File: config.mk
export PLATFORM = sky130hd
export DESIGN_NAME = regfile_write_arbiter_flat
export DESIGN_NICKNAME = d
export VERILOG_FILES = /design/src/rtl/regfile_write_arbiter_pkg.sv /design/src/rtl/regfile_write_arbiter_if.sv /design/src/rtl/regfile_write_arbiter_decoder.sv /design/src/rtl/regfile_write_arbiter.sv /design/src/flat_wrapper.sv
export SDC_FILE = /design/constraint.sdc
export NUM_CORES = 1
export LEC_CHECK = 0
export ABC_CLOCK_PERIOD_IN_PS = 5100
export CORE_MARGIN = 2
export CORE_UTILIZATION = 42
export DETAILED_ROUTE_END_ITERATION = 7
export PLACE_DENSITY = 0.79
export SYNTH_ARGS = -nofsm -noshare
export SYNTH_HDL_FRONTEND = slang
export SYNTH_HIERARCHICAL = 1
export SYNTH_SLANG_ARGS = --single-unit
File: constraint.sdc
create_clock -name clk -period 5.1 [get_ports clk]
set_clock_uncertainty 0.1 [all_clocks]
set_input_delay 1.02 -clock clk [delete_from_list [all_inputs] [get_ports clk]]
set_output_delay 1.02 -clock clk [all_outputs]
set_load 0.02 [all_outputs]
File: src/rtl/regfile_write_arbiter_pkg.sv
// regfile_pkg: shared register-file widths, port indices, zero-register address and write-request type.
package regfile_pkg;
  localparam int REG_ADDR_W = 5;
  localparam int REG_DATA_W = 32;
  localparam int NUM_REGS = 32;
  localparam logic PORT_LD = 1'b0;
  localparam logic PORT_ALU = 1'b1;
  localparam logic [REG_ADDR_W-1:0] REG_ZERO = 5'd0;
  typedef struct packed {
    logic [REG_ADDR_W-1:0] addr;
    logic [REG_DATA_W-1:0] data;
  } wr_req_t;
endpackage

File: src/rtl/regfile_write_arbiter_if.sv
// regfile_write_arbiter_if: two writeback request ports (ld_*, alu_*) with valid/ready, plus registered write port (wr_*) and one-hot wr_select.
interface regfile_write_arbiter_if import regfile_pkg::*; #(
  parameter int DATA_W = REG_DATA_W,
  parameter int ADDR_W = REG_ADDR_W
);
  logic ld_valid;
  logic [ADDR_W-1:0] ld_addr;
  logic [DATA_W-1:0] ld_data;
  logic ld_ready;
  logic alu_valid;
  logic [ADDR_W-1:0] alu_addr;
  logic [DATA_W-1:0] alu_data;
  logic alu_ready;
  logic wr_enable;
  logic [ADDR_W-1:0] wr_addr;
  logic [DATA_W-1:0] wr_data;
  logic [NUM_REGS-1:0] wr_select;
  modport master (
    output ld_valid, ld_addr, ld_data, alu_valid, alu_addr, alu_data,
    input ld_ready, alu_ready, wr_enable, wr_addr, wr_data, wr_select
  );
  modport slave (
    input ld_valid, ld_addr, ld_data, alu_valid, alu_addr, alu_data,
    output ld_ready, alu_ready, wr_enable, wr_addr, wr_data, wr_select
  );
endinterface

File: src/rtl/regfile_write_arbiter_decoder.sv
// decoder_5x32: one-hot row select; ports in[4:0], enable, out[31:0] (zero when enable is low).
module decoder_5x32 (
  input  logic [4:0]  in,
  input  logic        enable,
  output logic [31:0] out
);
  assign out = enable ? (32'd1 << in) : 32'd0;
endmodule

File: src/rtl/regfile_write_arbiter.sv
// regfile_write_arbiter: arbitrates load/ALU writebacks onto one register-file write port; ports clk, reset (async high), bus (slave modport); REGFILE_WR_RR_EN selects round-robin, else fixed load priority.
module regfile_write_arbiter import regfile_pkg::*; #(
  parameter int DATA_W = REG_DATA_W,
  parameter int ADDR_W = REG_ADDR_W
) (
  input logic clk,
  input logic reset,
  regfile_write_arbiter_if.slave bus
);
  logic r_ld_held, r_alu_held;
  logic [ADDR_W-1:0] r_ld_addr, r_alu_addr, r_wr_addr;
  logic [DATA_W-1:0] r_ld_data, r_alu_data, r_wr_data;
  logic r_wr_enable;
  logic w_gnt_ld, w_gnt_alu, w_acc_ld, w_acc_alu;
`ifdef REGFILE_WR_RR_EN
  logic r_ptr;
  assign w_gnt_ld = r_ld_held && (!r_alu_held || r_ptr == PORT_LD);
  // Pointer only moves when there was a real contest, so an idle port keeps its turn.
  always_ff @(posedge clk or posedge reset)
    if (reset) r_ptr <= PORT_LD;
    else if (r_ld_held && r_alu_held) r_ptr <= ~r_ptr;
`else
  assign w_gnt_ld = r_ld_held;
`endif
  assign w_gnt_alu = r_alu_held && !w_gnt_ld;
  // Grant uses only held state, so ready never depends on valid.
  assign bus.ld_ready = !r_ld_held || w_gnt_ld;
  assign bus.alu_ready = !r_alu_held || w_gnt_alu;
  assign w_acc_ld = bus.ld_valid && bus.ld_ready;
  assign w_acc_alu = bus.alu_valid && bus.alu_ready;
  always_ff @(posedge clk or posedge reset) begin
    if (reset) begin
      r_ld_held <= 1'b0;
      r_alu_held <= 1'b0;
      r_ld_addr <= '0;
      r_ld_data <= '0;
      r_alu_addr <= '0;
      r_alu_data <= '0;
    end else begin
      if (w_acc_ld) begin
        r_ld_held <= bus.ld_addr != REG_ZERO;
        r_ld_addr <= bus.ld_addr;
        r_ld_data <= bus.ld_data;
      end else if (w_gnt_ld) r_ld_held <= 1'b0;
      if (w_acc_alu) begin
        r_alu_held <= bus.alu_addr != REG_ZERO;
        r_alu_addr <= bus.alu_addr;
        r_alu_data <= bus.alu_data;
      end else if (w_gnt_alu) r_alu_held <= 1'b0;
    end
  end
  always_ff @(posedge clk or posedge reset) begin
    if (reset) begin
      r_wr_enable <= 1'b0;
      r_wr_addr <= '0;
      r_wr_data <= '0;
    end else begin
      r_wr_enable <= w_gnt_ld || w_gnt_alu;
      if (w_gnt_ld) begin
        r_wr_addr <= r_ld_addr;
        r_wr_data <= r_ld_data;
      end else if (w_gnt_alu) begin
        r_wr_addr <= r_alu_addr;
        r_wr_data <= r_alu_data;
      end
    end
  end
  assign bus.wr_enable = r_wr_enable;
  assign bus.wr_addr = r_wr_addr;
  assign bus.wr_data = r_wr_data;
  decoder_5x32 u_dec (
    .in(r_wr_addr),
    .enable(r_wr_enable),
    .out(bus.wr_select)
  );
endmodule

File: src/flat_wrapper.sv
// flat-port wrapper written by rule: the top's interface ports become plain ports
module regfile_write_arbiter_flat import regfile_pkg::*;
#(
  parameter int DATA_W = REG_DATA_W,
  parameter int ADDR_W = REG_ADDR_W
)
  (clk, reset, bus_ld_valid, bus_ld_addr, bus_ld_data, bus_alu_valid, bus_alu_addr, bus_alu_data, bus_ld_ready, bus_alu_ready, bus_wr_enable, bus_wr_addr, bus_wr_data, bus_wr_select);
  regfile_write_arbiter_if #(.DATA_W(DATA_W), .ADDR_W(ADDR_W)) bus_i ();
  input logic clk;
  input logic reset;
  input wire logic [$bits(bus_i.ld_valid)-1:0] bus_ld_valid;
  input wire logic [$bits(bus_i.ld_addr)-1:0] bus_ld_addr;
  input wire logic [$bits(bus_i.ld_data)-1:0] bus_ld_data;
  input wire logic [$bits(bus_i.alu_valid)-1:0] bus_alu_valid;
  input wire logic [$bits(bus_i.alu_addr)-1:0] bus_alu_addr;
  input wire logic [$bits(bus_i.alu_data)-1:0] bus_alu_data;
  output wire logic [$bits(bus_i.ld_ready)-1:0] bus_ld_ready;
  output wire logic [$bits(bus_i.alu_ready)-1:0] bus_alu_ready;
  output wire logic [$bits(bus_i.wr_enable)-1:0] bus_wr_enable;
  output wire logic [$bits(bus_i.wr_addr)-1:0] bus_wr_addr;
  output wire logic [$bits(bus_i.wr_data)-1:0] bus_wr_data;
  output wire logic [$bits(bus_i.wr_select)-1:0] bus_wr_select;
  assign bus_i.ld_valid = bus_ld_valid;
  assign bus_i.ld_addr = bus_ld_addr;
  assign bus_i.ld_data = bus_ld_data;
  assign bus_i.alu_valid = bus_alu_valid;
  assign bus_i.alu_addr = bus_alu_addr;
  assign bus_i.alu_data = bus_alu_data;
  assign bus_ld_ready = bus_i.ld_ready;
  assign bus_alu_ready = bus_i.alu_ready;
  assign bus_wr_enable = bus_i.wr_enable;
  assign bus_wr_addr = bus_i.wr_addr;
  assign bus_wr_data = bus_i.wr_data;
  assign bus_wr_select = bus_i.wr_select;
  regfile_write_arbiter #(.DATA_W(DATA_W), .ADDR_W(ADDR_W)) u_core (.clk(clk), .reset(reset), .bus(bus_i));
endmodule
* Yosys cells after proc, flatten, opt, wreduce, memory -nomap -nowiden *
Index checks and enable logic that the tools add are counted.
W data, S select, Z words.

storage, ports and cells
  flip-flop bits (word level) = 114
  input bits = 78
  output and inout bits = 72
  logic and storage cells = 28

operators by class
  shift-type cells = 1
  multiplexer cells = 8
  reduce and logical (&&, ||, !) cells = 10

operators with widths
  operator                number
  $mux W32                3
  $shl A1 B5 Y32 const A  1
  $mux W5                 2
  $reduce_bool A5 Y1      2
  $reduce_bool A2 Y1      2
  $mux W1                 3
  $logic_and A1 B1 Y1     2
  $logic_not A1 Y1        2
  $logic_or A1 B1 Y1      2

* Logic depth before layout (Yosys ltp) *
Gate-level depths: netlist (run 1).

  depth in word-level cells = 5
  mapped depth = 5
  depth with buffers taken out = 2

* Modules after synthesis *
The synthesis (run 1) kept the hierarchy.

modules (own cells, without submodules)
  module                 times used  cells an instance  area an instance (µm²)  sequential area each (µm²)
  regfile_write_arbiter  1           332                4708.3                  2852.7
  decoder_5x32           1           47                 234.0                   0.0

* Worst setup path after synthesis (run 1) *
Ideal clock, no wire load.

  kind = register to output
  from = register u_core.r_wr_addr[0] (netlist: u_core/bus.wr_addr[0])
  to = output bus_wr_select[0]
  arrival = 1.401 ns
  required time = 3.980 ns
  slack = 2.579 ns
  cell stages (with the launch flop) = 3
  path buffers = 0
  path through = dfrtp_1 > or4b_4 > nor2_1

between the ends
  word-level cells in the longest chain between the ends = 2

ends and longest elaborated chain
  item                    line                                text
  start, declared         regfile_write_arbiter.sv:11         logic [ADDR_W-1:0] r_ld_addr, r_alu_addr, r_wr_addr;
  start signal, assigned  regfile_write_arbiter.sv:60         r_wr_addr <= r_ld_addr;
  start signal, assigned  regfile_write_arbiter.sv:63         r_wr_addr <= r_alu_addr;
  $shl A1 B5 Y32          regfile_write_arbiter_decoder.sv:7  assign out = enable ? (32'd1 << in) : 32'd0;
  $mux W32                regfile_write_arbiter_decoder.sv:7
  end, declared           flat_wrapper.sv:22                  output wire logic [$bits(bus_i.wr_select)-1:0] bus_wr_select;

Every way passes these cells.

* Final worst setup path (run 1) *
  from = register u_core.r_alu_held
  to = output bus_alu_ready

between the ends
  word-level cells in the longest chain between the ends = 2
  elaborated cells on any way between the ends = 3
  classes of those cells = reduce/logical (3)

ends and longest elaborated chain
  item                                                            line                                                      text
  start, declared                                                 regfile_write_arbiter.sv:10                               logic r_ld_held, r_alu_held;
  start signal, assigned                                          regfile_write_arbiter.sv:34                               r_alu_held <= 1'b0;
  start signal, assigned                                          regfile_write_arbiter.sv:46                               r_alu_held <= bus.alu_addr != REG_ZERO;
  start signal, assigned                                          regfile_write_arbiter.sv:49                               end else if (w_gnt_alu) r_alu_held <= 1'b0;
  $logic_not A1 Y1 / $logic_and A1 B1 Y1 (equally long branches)  regfile_write_arbiter.sv:28, regfile_write_arbiter.sv:25
  $logic_or A1 B1 Y1 (*)                                          regfile_write_arbiter.sv:28                               assign bus.alu_ready = !r_alu_held || w_gnt_alu;
  end, declared                                                   flat_wrapper.sv:18                                        output wire logic [$bits(bus_i.alu_ready)-1:0] bus_alu_ready;

Every way passes the cells marked *; elsewhere a longest branch is shown, timed or not.

==> Flow_metrics.wiki, run 1 <==
{| class="wikitable"
! Metric !! Value
|-
| Result of the run || finished, final reports clean
|-
| DPL Wire Length || 7730 microns
|-
| Number of clock buffers inserted by TritonCTS || 17
|-
| First-pass GRT wire length || 18500 microns
|-
| Clock period minus worst slack || around 3.5 ns
|-
| Total wire length || around 11000 microns
|-
| GR Overflow Total || 0
|-
| Hold WS || between 0.3 and 0.4 ns
|-
| Worst-case clock buffer depth || 2
|-
| Portion of total power attributed to sequential cells || between 30% and 40%
|-
| Fin util || between 60% and 70%
|-
| CP Max Fanout || 22
|-
| Portion of the clock cycle consumed by the worst path in the final layout || a little under 70%
|-
| Total leakage power || around 0.0031 uW
|-
| Number of remaining DRC errors || 0
|-
| Buffers added on ports || 148
|-
| Data required time of the critical path || 3.98 ns
|-
| First-pass iteration count of the detailed router || 4
|-
| CP Data Arrival Time || about 2.4 ns
|-
| Area of the mapped netlist || ~4900 sq um
|-
| Vias after detailed routing || 3481
|-
| Worst-margin pin slew || 0.956 ns
|-
| Cell with the most instances after synthesis || dfrtp_1
|-
| Final routed wire length divided by cell count || 16.7 microns
|-
| Final hold violations || 0
|-
| Die X || roughly 110 microns
|-
| Psw || between 700 and 800 uW
|-
| Crit path buf inv count || 2
|-
| Slew headroom || a little over a third
|-
| Cell-internal power || 2100 uW
|-
| Min-delay worst type || register to register
|-
| Largest net degree at the start of global routing || between 70 and 80
|-
| Register area share after synthesis || between 50 and 60%
|-
| Largest area contributor in the synthesized netlist || dfrtp_1
|-
| CTS resizes || 0
|-
| Htree depth || 4
|-
| Setup repair after global routing missed its margin || false
|-
| Average cell area after synthesis || 13.0 sq um
|-
| Number of library cell types mapped by synthesis || 26
|-
| Most area-consuming cells after synthesis || dfrtp_1 (58%), mux2_2 (10%), mux2_4 (9.1%), mux2i_1 (7.5%), o21ai_0 (3.7%)
|-
| Overall global routing resource usage || about a fifth
|-
| Core area || approximately 11000 sq um
|-
| CTS root buffer || clkbuf_16
|-
| Routed vias/inst || roughly 5.1
|-
| Worst skew pair latency || roughly 0.40 ns
|-
| CTS tree || yes
|-
| Number of global-route vias before repair || roughly 3700
|-
| Number of flops mapped to enable cells by yosys || 0
|-
| Clock share of power || approximately two fifths
|-
| Proportion of netlist area held by the largest area contributor || between 50 and 60%
|-
| Top achievable clock speed || between 0.2 and 0.3 GHz
|-
| Standard-cell rows || 39
|-
| Combinational share of power || approximately 18%
|-
| Diodes inserted || 0
|-
| Setup violators final || 0
|-
| Most numerous cell types in the synthesized netlist || dfrtp_1 (114), mux2_2 (44), nand2_1 (39)
|-
| Critical Path Source Type || register
|-
| Ratio of cells with drive above 1 in the final layout || a little over a fifth
|-
| Routability congestion estimate || about 0.82
|-
| Crit-path max cell delay || just over 0.8 ns
|-
| Synthesized net count || 457
|-
| Post-Syn Instances || between 300 and 400
|-
| Worst setup path start || u_core/r_alu_held
|-
| Cell-by-cell trace of the critical path || buf_4, nand2_1, clkdlybuf4s50_1
|-
| Antenna violations before repair || 0
|-
| Synth warn || 6
|-
| Largest delay share family, worst path || buffers and inverters
|-
| Max Cap Viol || 0
|-
| Worst Path Class, Setup || register to output pin
|-
| Effective utilization at floorplan || a little over two fifths
|-
| Post-CTS Setup Inserts || 0
|-
| Fraction of registers with async set/reset || 100%
|-
| Antenna-violating nets left || 0
|-
| Power density normalized to cell area || approximately 400 nW/um^2
|-
| Number of design-rule violations left by the first detailed-router iteration || approximately 190
|-
| Io pins || 150
|-
| Register bit total from synthesis || between 100 and 150
|-
| Die outline area || roughly 13000 sq um
|-
| Clk sinks || 114
|-
| Synthesis-to-finish area growth || 43.3%
|-
| Max-slew violation count || 0
|-
| Number of hold buffers added after CTS || 0
|-
| Slowest CP cell || dfrtp_2
|-
| Share of total power consumed by net switching || between 20 and 30%
|-
| Setup crit end kind || output pin
|-
| Accumulated negative setup slack || 0 ns
|-
| Worst Min Path Start || u_core/r_ld_data[29]
|-
| Top_reg_cell synth || dfrtp_1
|-
| Maximum vdd ir drop || 286 uV
|-
| Origin of the critical flop-to-flop path || u_core/r_alu_held
|-
| Layout net count || a little over 600
|-
| Clock slew seen by the registers of the worst setup and hold paths || roughly 0.050 ns
|-
| Vertical die dimension || about 110 microns
|}
-- power groups by stage --
stage | registers (uW) | logic, uW | clock network [uW]
2_1_floorplan | 1150 | 258 | 0
4_1_cts | 1120 | 524 | 1200
5_1_grt | 1130 | 556 | 1240
3_3_place_gp | 1120 | 506 | 0
6_report | 1120 | 518 | 1180
3_5_place_dp | 1130 | 520 | 0
-- path summary, 6_finish.rpt --
path / endpoint / slack (ns) / cells past startpoint
max reg2reg: u_core/r_alu_addr[3] / 2.20 / 4
max: bus_alu_ready / 1.63 / 3
min in group asynchronous: u_core/r_ld_data[4] / 0.88 / 2
max in group asynchronous: u_core/r_alu_data[21] / 3.08 / 3
min: u_core/bus.wr_data[29] / 0.37 / 2
min reg2reg: u_core/bus.wr_data[29] / 0.37 / 2
-- worst min-delay path, cell delays in order, from the launching register on --
cell and delay, ns:
dfrtp_1 0.34, nand2_1 0.05, o21ai_0 0.05
-- registers in the layout (all words and copies together), names as in the netlist --
name and count:
u_core/r_alu_addr 5, u_core/r_alu_data 32, u_core/bus.wr_data 32, u_core/r_ld_held 1, u_core/bus.wr_addr 5, u_core/r_alu_held 1, u_core/r_ld_data 32, u_core/bus.wr_enable 1
u_core/r_ld_addr 5
-- cell type report --
cell class              instances  area (sq um)
flip-flops and latches        114          2860
fillers                       882          4390
clock buffers                  21           460
multi-input cells             239          1930
clock inverters                11           135
inverters                       1          6.26
well taps                     143           179
repair buffers                153          1510
-- layout by cell type, fill, tap and decap left out, types with 5 or more instances in the layout --
cell type	instances
mux2_4	30
nor2_1	33
mux2i_1	37
nand2_1	39
buf_4	5
dfrtp_1	112
o21ai_0	37
clkdlybuf4s50_1	147
clkbuf_16	17
mux2_2	44
clkinv_2	6
-- cells by family after synthesis --
group / Yosys count / synth area share [%]
simple gates: 86 / 7.85
buf+inv: 26 / 3.37
compound gates: 41 / 4.35
mux: 111 / 26.6
other cells: 1 / 0.0759
flops: 114 / 57.7
-- per-layer routing --
metal	vias up	routed length, microns	track usage, %
li1	1607	-	-
met1	1719	4790	22.8
met2	136	5720	31.6
met3	19	688	5.89
met4	0	217	7.32
met5	-	0	0
-- metrics by stage --
step	cells	power (uW)	instance area [sq um]	setup slack, ns
2_1_floorplan	379	1410	4940	0.964
3_3_place_gp	650	1630	6480	1.77
3_5_place_dp	650	1650	6480	1.74
4_1_cts	682	2840	7080	1.61
5_1_grt	682	2930	7080	1.52
6_report	682	2810	7080	1.63
No activity file was read; power rests on OpenSTA's default activity.
==> inputs of run 2 (changes only) <==
Settings changed: ABC_CLOCK_PERIOD_IN_PS 5100 to 2900, PLACE_DENSITY 0.79 to 0.82.
Clock period 5.1 ns to 2.9 ns, I/O delays scaled along.
==> Flow_metrics.wiki, run 2 (synthesis results as in run 1) <==
{| class="wikitable"
! Metric !! Value
|-
| Clk sinks || 114 (unchanged)
|-
| CTS tree || yes (unchanged)
|-
| Maximum vdd ir drop || 444 uV (was 286 uV)
|-
| Uppermost layer routed || met4 (unchanged)
|-
| Result of the run || finished, final reports clean (unchanged)
|-
| Final hold violations || 0 (unchanged)
|-
| Accumulated negative setup slack || 0 ns (unchanged)
|-
| Setup crit end kind || output pin (unchanged)
|-
| Setup repair after global routing missed its margin || false (unchanged)
|-
| Worst Setup Slack, final || 0.238 ns (was 1.63 ns)
|-
| Clock slew seen by the registers of the worst setup and hold paths || 0.05 ns (about the same)
|-
| Worst slack at placement || 0.459 ns (was 1.74 ns)
|-
| Number of clock buffers inserted by TritonCTS || 17 (unchanged)
|-
| DPL Wire Length || 7590 microns (was 7730 microns)
|-
| Critical Path Source Type || register (unchanged)
|-
| Most common library cell in the layout ignoring fill and taps || clkdlybuf4s50_1 (unchanged)
|-
| First-pass iteration count of the detailed router || 4 (unchanged)
|-
| Routability congestion estimate || 0.810 (was 0.820)
|-
| Overall global routing resource usage || 19.0% (was 18.8%)
|-
| Worst-case clock buffer depth || 2 (unchanged)
|-
| Effective utilization at floorplan || 43.1% (unchanged)
|-
| Synthesis-to-finish area growth || 44.3% (was 43.3%)
|-
| Total wire length || 11300 microns (was 11400 microns)
|-
| Core area || 11500 sq um (unchanged)
|-
| Hold WS || 0.375 ns (was 0.374 ns)
|-
| Setup violators final || 0 (unchanged)
|-
| DP Area || 6540 sq um (was 6480 sq um)
|-
| Number of global-route vias before repair || 3621 (was 3678)
|-
| Vias after detailed routing || 3417 (was 3481)
|-
| Total leakage power || 0.00319 uW (was 0.00311 uW)
|-
| Number of remaining DRC errors || 0 (unchanged)
|-
| Slew headroom || 49.3% (was 36.1%)
|-
| Detail Route met3 WL || 678 microns (was 688 microns)
|-
| Worst skew pair latency || 0.41 ns (was 0.40 ns)
|-
| Length of routed wiring on met1 || 4800 microns (was 4790 microns)
|-
| Top achievable clock speed || around 0.38 GHz
|-
| CTS root buffer || clkbuf_16 (unchanged)
|-
| Portion of the clock cycle consumed by the worst path in the final layout || about nine tenths
|-
| Ratio of cells with drive above 1 in the final layout || 21.5% (was 21.7%)
|-
| Buffers added on ports || 148 (unchanged)
|-
| Antenna-violating nets left || 0 (unchanged)
|-
| Antenna violations before repair || 0 (unchanged)
|-
| Leading cell types in the layout, fill and taps excluded || clkdlybuf4s50_1 (143), dfrtp_1 (112), mux2_2 (44) (was clkdlybuf4s50_1 (147), dfrtp_1 (112), mux2_2 (44))
|-
| Largest net degree at the start of global routing || 77 (was 76)
|-
| Post-CTS Setup Inserts || 0 (unchanged)
|-
| Worst-margin pin slew || 0.758 ns (was 0.956 ns)
|-
| Max Cap Viol || 0 (unchanged)
|-
| Io pins || 150 (unchanged)
|-
| GR Overflow Total || 0 (unchanged)
|-
| Data required time of the critical path || 2.22 ns (was 3.98 ns)
|-
| Die X || 112 microns (unchanged)
|-
| Diodes inserted || 0 (unchanged)
|-
| Max-slew violation count || 0 (unchanged)
|-
| Layout net count || 606 (was 604)
|-
| Cell area after layout || 7130 sq um (was 7080 sq um)
|-
| Number of inserted filler cells in the final layout || 895 (was 882)
|-
| First-pass GRT wire length || 18600 microns (was 18500 microns)
|-
| Number of design-rule violations left by the first detailed-router iteration || 147 (was 187)
|-
| Min-delay worst type || register to register (unchanged)
|-
| CP Data Arrival Time || 1.98 ns (was 2.35 ns)
|-
| Final routed wire length divided by cell count || 16.5 microns (was 16.7 microns)
|-
| Power density normalized to cell area || 688 nW/um^2 (was 397 nW/um^2)
|-
| Vertical die dimension || 112 microns (unchanged)
|-
| Clock period minus worst slack || approximately 2.7 ns
|-
| Htree depth || 4 (unchanged)
|-
| CP Max Fanout || 10 (was 22)
|-
| Met2 Routed Length || 5600 microns (was 5720 microns)
|-
| Fin util || 62.2% (was 61.7%)
|-
| Die outline area || 12700 sq um (unchanged)
|-
| Worst Path Class, Setup || register to output pin (unchanged)
|-
| Routed vias/inst || 5.01 (was 5.10)
|-
| Standard-cell rows || 39 (unchanged)
|}
-- run 2: changes by cell type in the layout (fill, tap and decap cells not counted), sizes merged --
cell	delta
buf	+2
bufinv	-1
clkbuf	+4
clkdlybuf4s50	-4
clkinv	-3
clkinvlp	-1
dlymetal6s2s	+4
inv	-1
-- run 2: area by class of cell --
| class | count | area [sq um] | share of cell area, % |
|---|---|---|---|
| clock inverter | 5 | 75.1 | 1.05 |
| timing repair buffer | 155 | 1580 | 22.1 |
| clock buffer | 25 | 505 | 7.09 |
| inverter | 1 | 7.51 | 0.105 |
| multi-input combinational | 239 | 1930 | 27.1 |
| sequential | 114 | 2860 | 40.0 |
| tap | 143 | 179 | 2.51 |
-- run 2: worst paths after layout --
kind	cells after the start	start	slack, ns	to
max	3	u_core/bus.wr_addr[1]	0.24	bus_wr_select[25]
min	2	u_core/r_ld_data[17]	0.37	u_core/bus.wr_data[17]
max reg2reg	3	u_core/r_alu_held	1.04	u_core/r_alu_data[31]
min reg2reg	2	u_core/r_ld_data[17]	0.37	u_core/bus.wr_data[17]
max in group asynchronous	3	reset	1.47	u_core/r_ld_data[15]
min in group asynchronous	2	reset	0.55	u_core/bus.wr_data[6]
-- run 2: power by group --
part	leakage, uW	switching (uW)	total, uW	internal, uW
clock network	0.000289	669	2030	1360
logic	0.00156	404	918	514
registers	0.00134	149	1960	1810
-- run 2: per-layer routing --
metal	up-vias	GRT usage, %
met4	0	8.37
met3	18	6.10
met5	-	0
met2	125	31.6
li1	1603	-
met1	1671	22.7
-- run 2: what timing repair did --
action,4_1_cts,5_1_grt
hold buffers,0,0
gates resized for setup,0,4
setup endpoints to repair,0,4
hold endpoints to repair,0,0
-- run 2: metrics by stage --
stage               power, uW  cells
floorplan                2490    379
global placement         2870    652
detailed placement       2900    652
CTS                      4970    682
global route             5120    682
finish                   4900    682
-- run 2: critical path, stage by stage, from the launching register on --
cell,delay (ns)
dfrtp_1,0.45
nand4b_1,0.32
nor2_1,0.18
clkdlybuf4s50_1,0.63
==> inputs of run 3 (changes only) <==
Settings changed: CORE_MARGIN 2 to unset.
==> Flow_metrics.wiki, run 3 (synthesis results as in run 1) <==
{| class="wikitable"
! Metric !! Value
|-
| Setup crit end kind || output pin (unchanged)
|-
| CP Data Arrival Time || 1.98 ns (about the same)
|-
| Max-slew violation count || 0 (unchanged)
|-
| Number of clock buffers inserted by TritonCTS || 17 (unchanged)
|-
| Ratio of cells with drive above 1 in the final layout || 22.1% (was 21.5%)
|-
| Overall global routing resource usage || 20.2% (was 19.0%)
|-
| Total wire length || 11400 microns (was 11300 microns)
|-
| Data required time of the critical path || 2.22 ns (about the same)
|-
| Final routed wire length divided by cell count || 16.7 microns (was 16.5 microns)
|-
| Layout net count || 607 (was 606)
|-
| Portion of the clock cycle consumed by the worst path in the final layout || 91.7% (was 91.8%)
|-
| Crit-path max cell delay || 0.62 ns (was 0.63 ns)
|-
| Worst Min Path Start || u_core/r_ld_data[27] (was u_core/r_ld_data[17])
|-
| Diodes inserted || 0 (unchanged)
|-
| Hold path depth || 2 (unchanged)
|-
| Synthesis-to-finish area growth || 45.3% (was 44.3%)
|-
| Worst-case clock buffer depth || 2 (unchanged)
|-
| Number of global-route vias before repair || 3800 (was 3621)
|-
| Standard-cell rows || 39 (unchanged)
|-
| Total leakage power || 0.00319 uW (about the same)
|-
| Vertical die dimension || 110 microns (was 112 microns)
|-
| Psw || 1250 uW (was 1220 uW)
|-
| Io pins || 150 (unchanged)
|-
| First-pass GRT wire length || 19300 microns (was 18600 microns)
|-
| Slowest CP cell || clkdlybuf4s50_1 (unchanged)
|-
| Most common library cell in the layout ignoring fill and taps || clkdlybuf4s50_1 (unchanged)
|-
| Power density normalized to cell area || 698 nW/um^2 (was 688 nW/um^2)
|-
| Max Cap Viol || 0 (unchanged)
|-
| Top achievable clock speed || 0.376 GHz (about the same)
|-
| Leading cell types in the layout, fill and taps excluded || clkdlybuf4s50_1 (143), dfrtp_1 (112), mux2_2 (44) (unchanged)
|-
| First-pass iteration count of the detailed router || 6 (was 4)
|-
| Global routing met2 resource utilization || 33.1% (was 31.6%)
|-
| Antenna-violating nets left || 0 (unchanged)
|-
| Final hold violations || 0 (unchanged)
|-
| Min-delay worst type || register to register (unchanged)
|-
| Worst Path Class, Setup || register to output pin (unchanged)
|-
| Worst slack at placement || 0.421 ns (was 0.459 ns)
|-
| Number of inserted filler cells in the final layout || 878 (was 895)
|-
| CTS tree || yes (unchanged)
|-
| Accumulated negative setup slack || 0 ns (unchanged)
|-
| Met3 GRT Util || 7.03% (was 6.10%)
|-
| Cell-internal power || 3760 uW (was 3680 uW)
|-
| Die outline area || 12200 sq um (was 12700 sq um)
|-
| CP Max Fanout || 10 (unchanged)
|-
| Origin of the critical flop-to-flop path || u_core/r_ld_held (was u_core/r_alu_held)
|-
| Largest net degree at the start of global routing || 69 (was 77)
|-
| M1 GR Usage || 24.4% (was 22.7%)
|-
| Maximum vdd ir drop || 491 uV (was 444 uV)
|-
| Effective utilization at floorplan || 43.3% (was 43.1%)
|-
| Capture instance of the worst register-to-register path || u_core/r_alu_addr[4] (was u_core/r_alu_data[31])
|-
| Result of the run || finished, final reports clean (unchanged)
|-
| Clock period minus worst slack || 2.66 ns (about the same)
|-
| Critical Path Source Type || register (unchanged)
|-
| DP Area || 6560 sq um (was 6540 sq um)
|-
| Die X || 110 microns (was 112 microns)
|-
| Post-CTS Setup Inserts || 0 (unchanged)
|-
| Htree depth || 4 (unchanged)
|-
| WHS Endpoint || u_core/bus.wr_data[27] (was u_core/bus.wr_data[17])
|-
| Cell area after layout || 7180 sq um (was 7130 sq um)
|-
| Combinational share of power || 18.6% (was 18.7%)
|-
| Slew headroom || 51.9% (was 49.3%)
|-
| Vias after detailed routing || 3485 (was 3417)
|-
| Worst-margin pin slew || 0.721 ns (was 0.758 ns)
|-
| Buffers added on ports || 148 (unchanged)
|-
| Clock share of power || 42.4% (was 41.4%)
|-
| Setup repair after global routing missed its margin || false (unchanged)
|-
| Cell-by-cell trace of the critical path || nand4b_1, nor2_1, clkdlybuf4s50_1 (unchanged)
|-
| Worst skew pair latency || 0.40 ns (was 0.41 ns)
|-
| Number of cells traversed by the worst register-to-register path || 4 (was 3)
|-
| Core area || 11400 sq um (was 11500 sq um)
|-
| Number of design-rule violations left by the first detailed-router iteration || 181 (was 147)
|-
| Post-layout power || 5010 uW (was 4900 uW)
|-
| Clock slew seen by the registers of the worst setup and hold paths || 0.05 ns (about the same)
|-
| Portion of total power attributed to sequential cells || 38.9% (was 39.9%)
|-
| GR Overflow Total || 0 (unchanged)
|-
| Number of remaining DRC errors || 0 (unchanged)
|-
| Routed vias/inst || 5.09 (was 5.01)
|-
| GRT Max-Usage Layer || met2 (unchanged)
|-
| CTS root buffer || clkbuf_16 (unchanged)
|-
| Clk sinks || 114 (unchanged)
|-
| Antenna violations before repair || 0 (unchanged)
|-
| DPL Wire Length || 7670 microns (was 7590 microns)
|-
| Routability congestion estimate || 0.824 (was 0.810)
|-
| Share of total power consumed by net switching || 25.0% (was 24.9%)
|-
| Minimum setup slack among reg-to-reg paths || 1.00 ns (was 1.04 ns)
|-
| Worst Setup Slack, final || 0.240 ns (was 0.238 ns)
|-
| Setup violators final || 0 (unchanged)
|}
run 3: area by class of cell:
type	count	area, sq um	area share (%)
Clock buffer	23	488	6.80
Clock inverter	9	128	1.78
Inverter	1	7.51	0.105
Multi-Input combinational cell	239	1930	26.9
Sequential cell	114	2860	39.8
Tap cell	143	179	2.49
Timing Repair Buffer	156	1590	22.2
run 3: worst max path at each step:
stage,startpoint,cells past startpoint,end
3_3_place_gp,u_core/bus.wr_addr[0],3,bus_wr_select[4]
3_5_place_dp,u_core/bus.wr_addr[0],3,bus_wr_select[4]
4_1_cts,u_core/bus.wr_addr[0],3,bus_wr_select[0]
6_report,u_core/bus.wr_addr[1],3,bus_wr_select[25]
5_1_grt,u_core/bus.wr_addr[1],3,bus_wr_select[24]
2_1_floorplan,u_core/bus.wr_addr[0],2,bus_wr_select[0]
run 3: worst max-delay path: cells and delay by family, from the launching register on:
family                 cells  cell delay [ns]
buffers and inverters      1             0.62
and+or+nand+nor            2             0.51
DFF                        1             0.47
run 3: stage by stage:
| step | hold slack (ns) | util [%] | cells |
|---|---|---|---|
| 3_5_place_dp | 0.366 | 57.4 | 653 |
| 5_1_grt | 0.408 | 62.9 | 685 |
| 6_report | 0.375 | 62.9 | 685 |
| 3_3_place_gp | 0.356 | 57.4 | 653 |
| 4_1_cts | 0.382 | 62.8 | 685 |
| 2_1_floorplan | 0.346 | - | 379 |
run 3: timing repair:
action	in CTS	in global routing
gates resized for setup	1	3
pin swaps	0	0
hold buffers	0	0
endpoints found under the setup margin	1	3
run 3: metal layers:
| metal | up-vias | part of all wire, % |
|---|---|---|
| met5 | - | 0 |
| met1 | 1737 | 43 |
| met3 | 12 | 5.9 |
| met4 | 0 | 1.3 |
| met2 | 127 | 50 |
| li1 | 1609 | - |
run 3: power by group through the flow:
stage	registers (uW)	logic (uW)	clock network [uW]
after detailed placement	1970	942	0
after CTS	1950	944	2170
final	1950	933	2130
after floorplan	2030	455	0
after global placement	1950	914	0
after global routing	1980	1000	2250
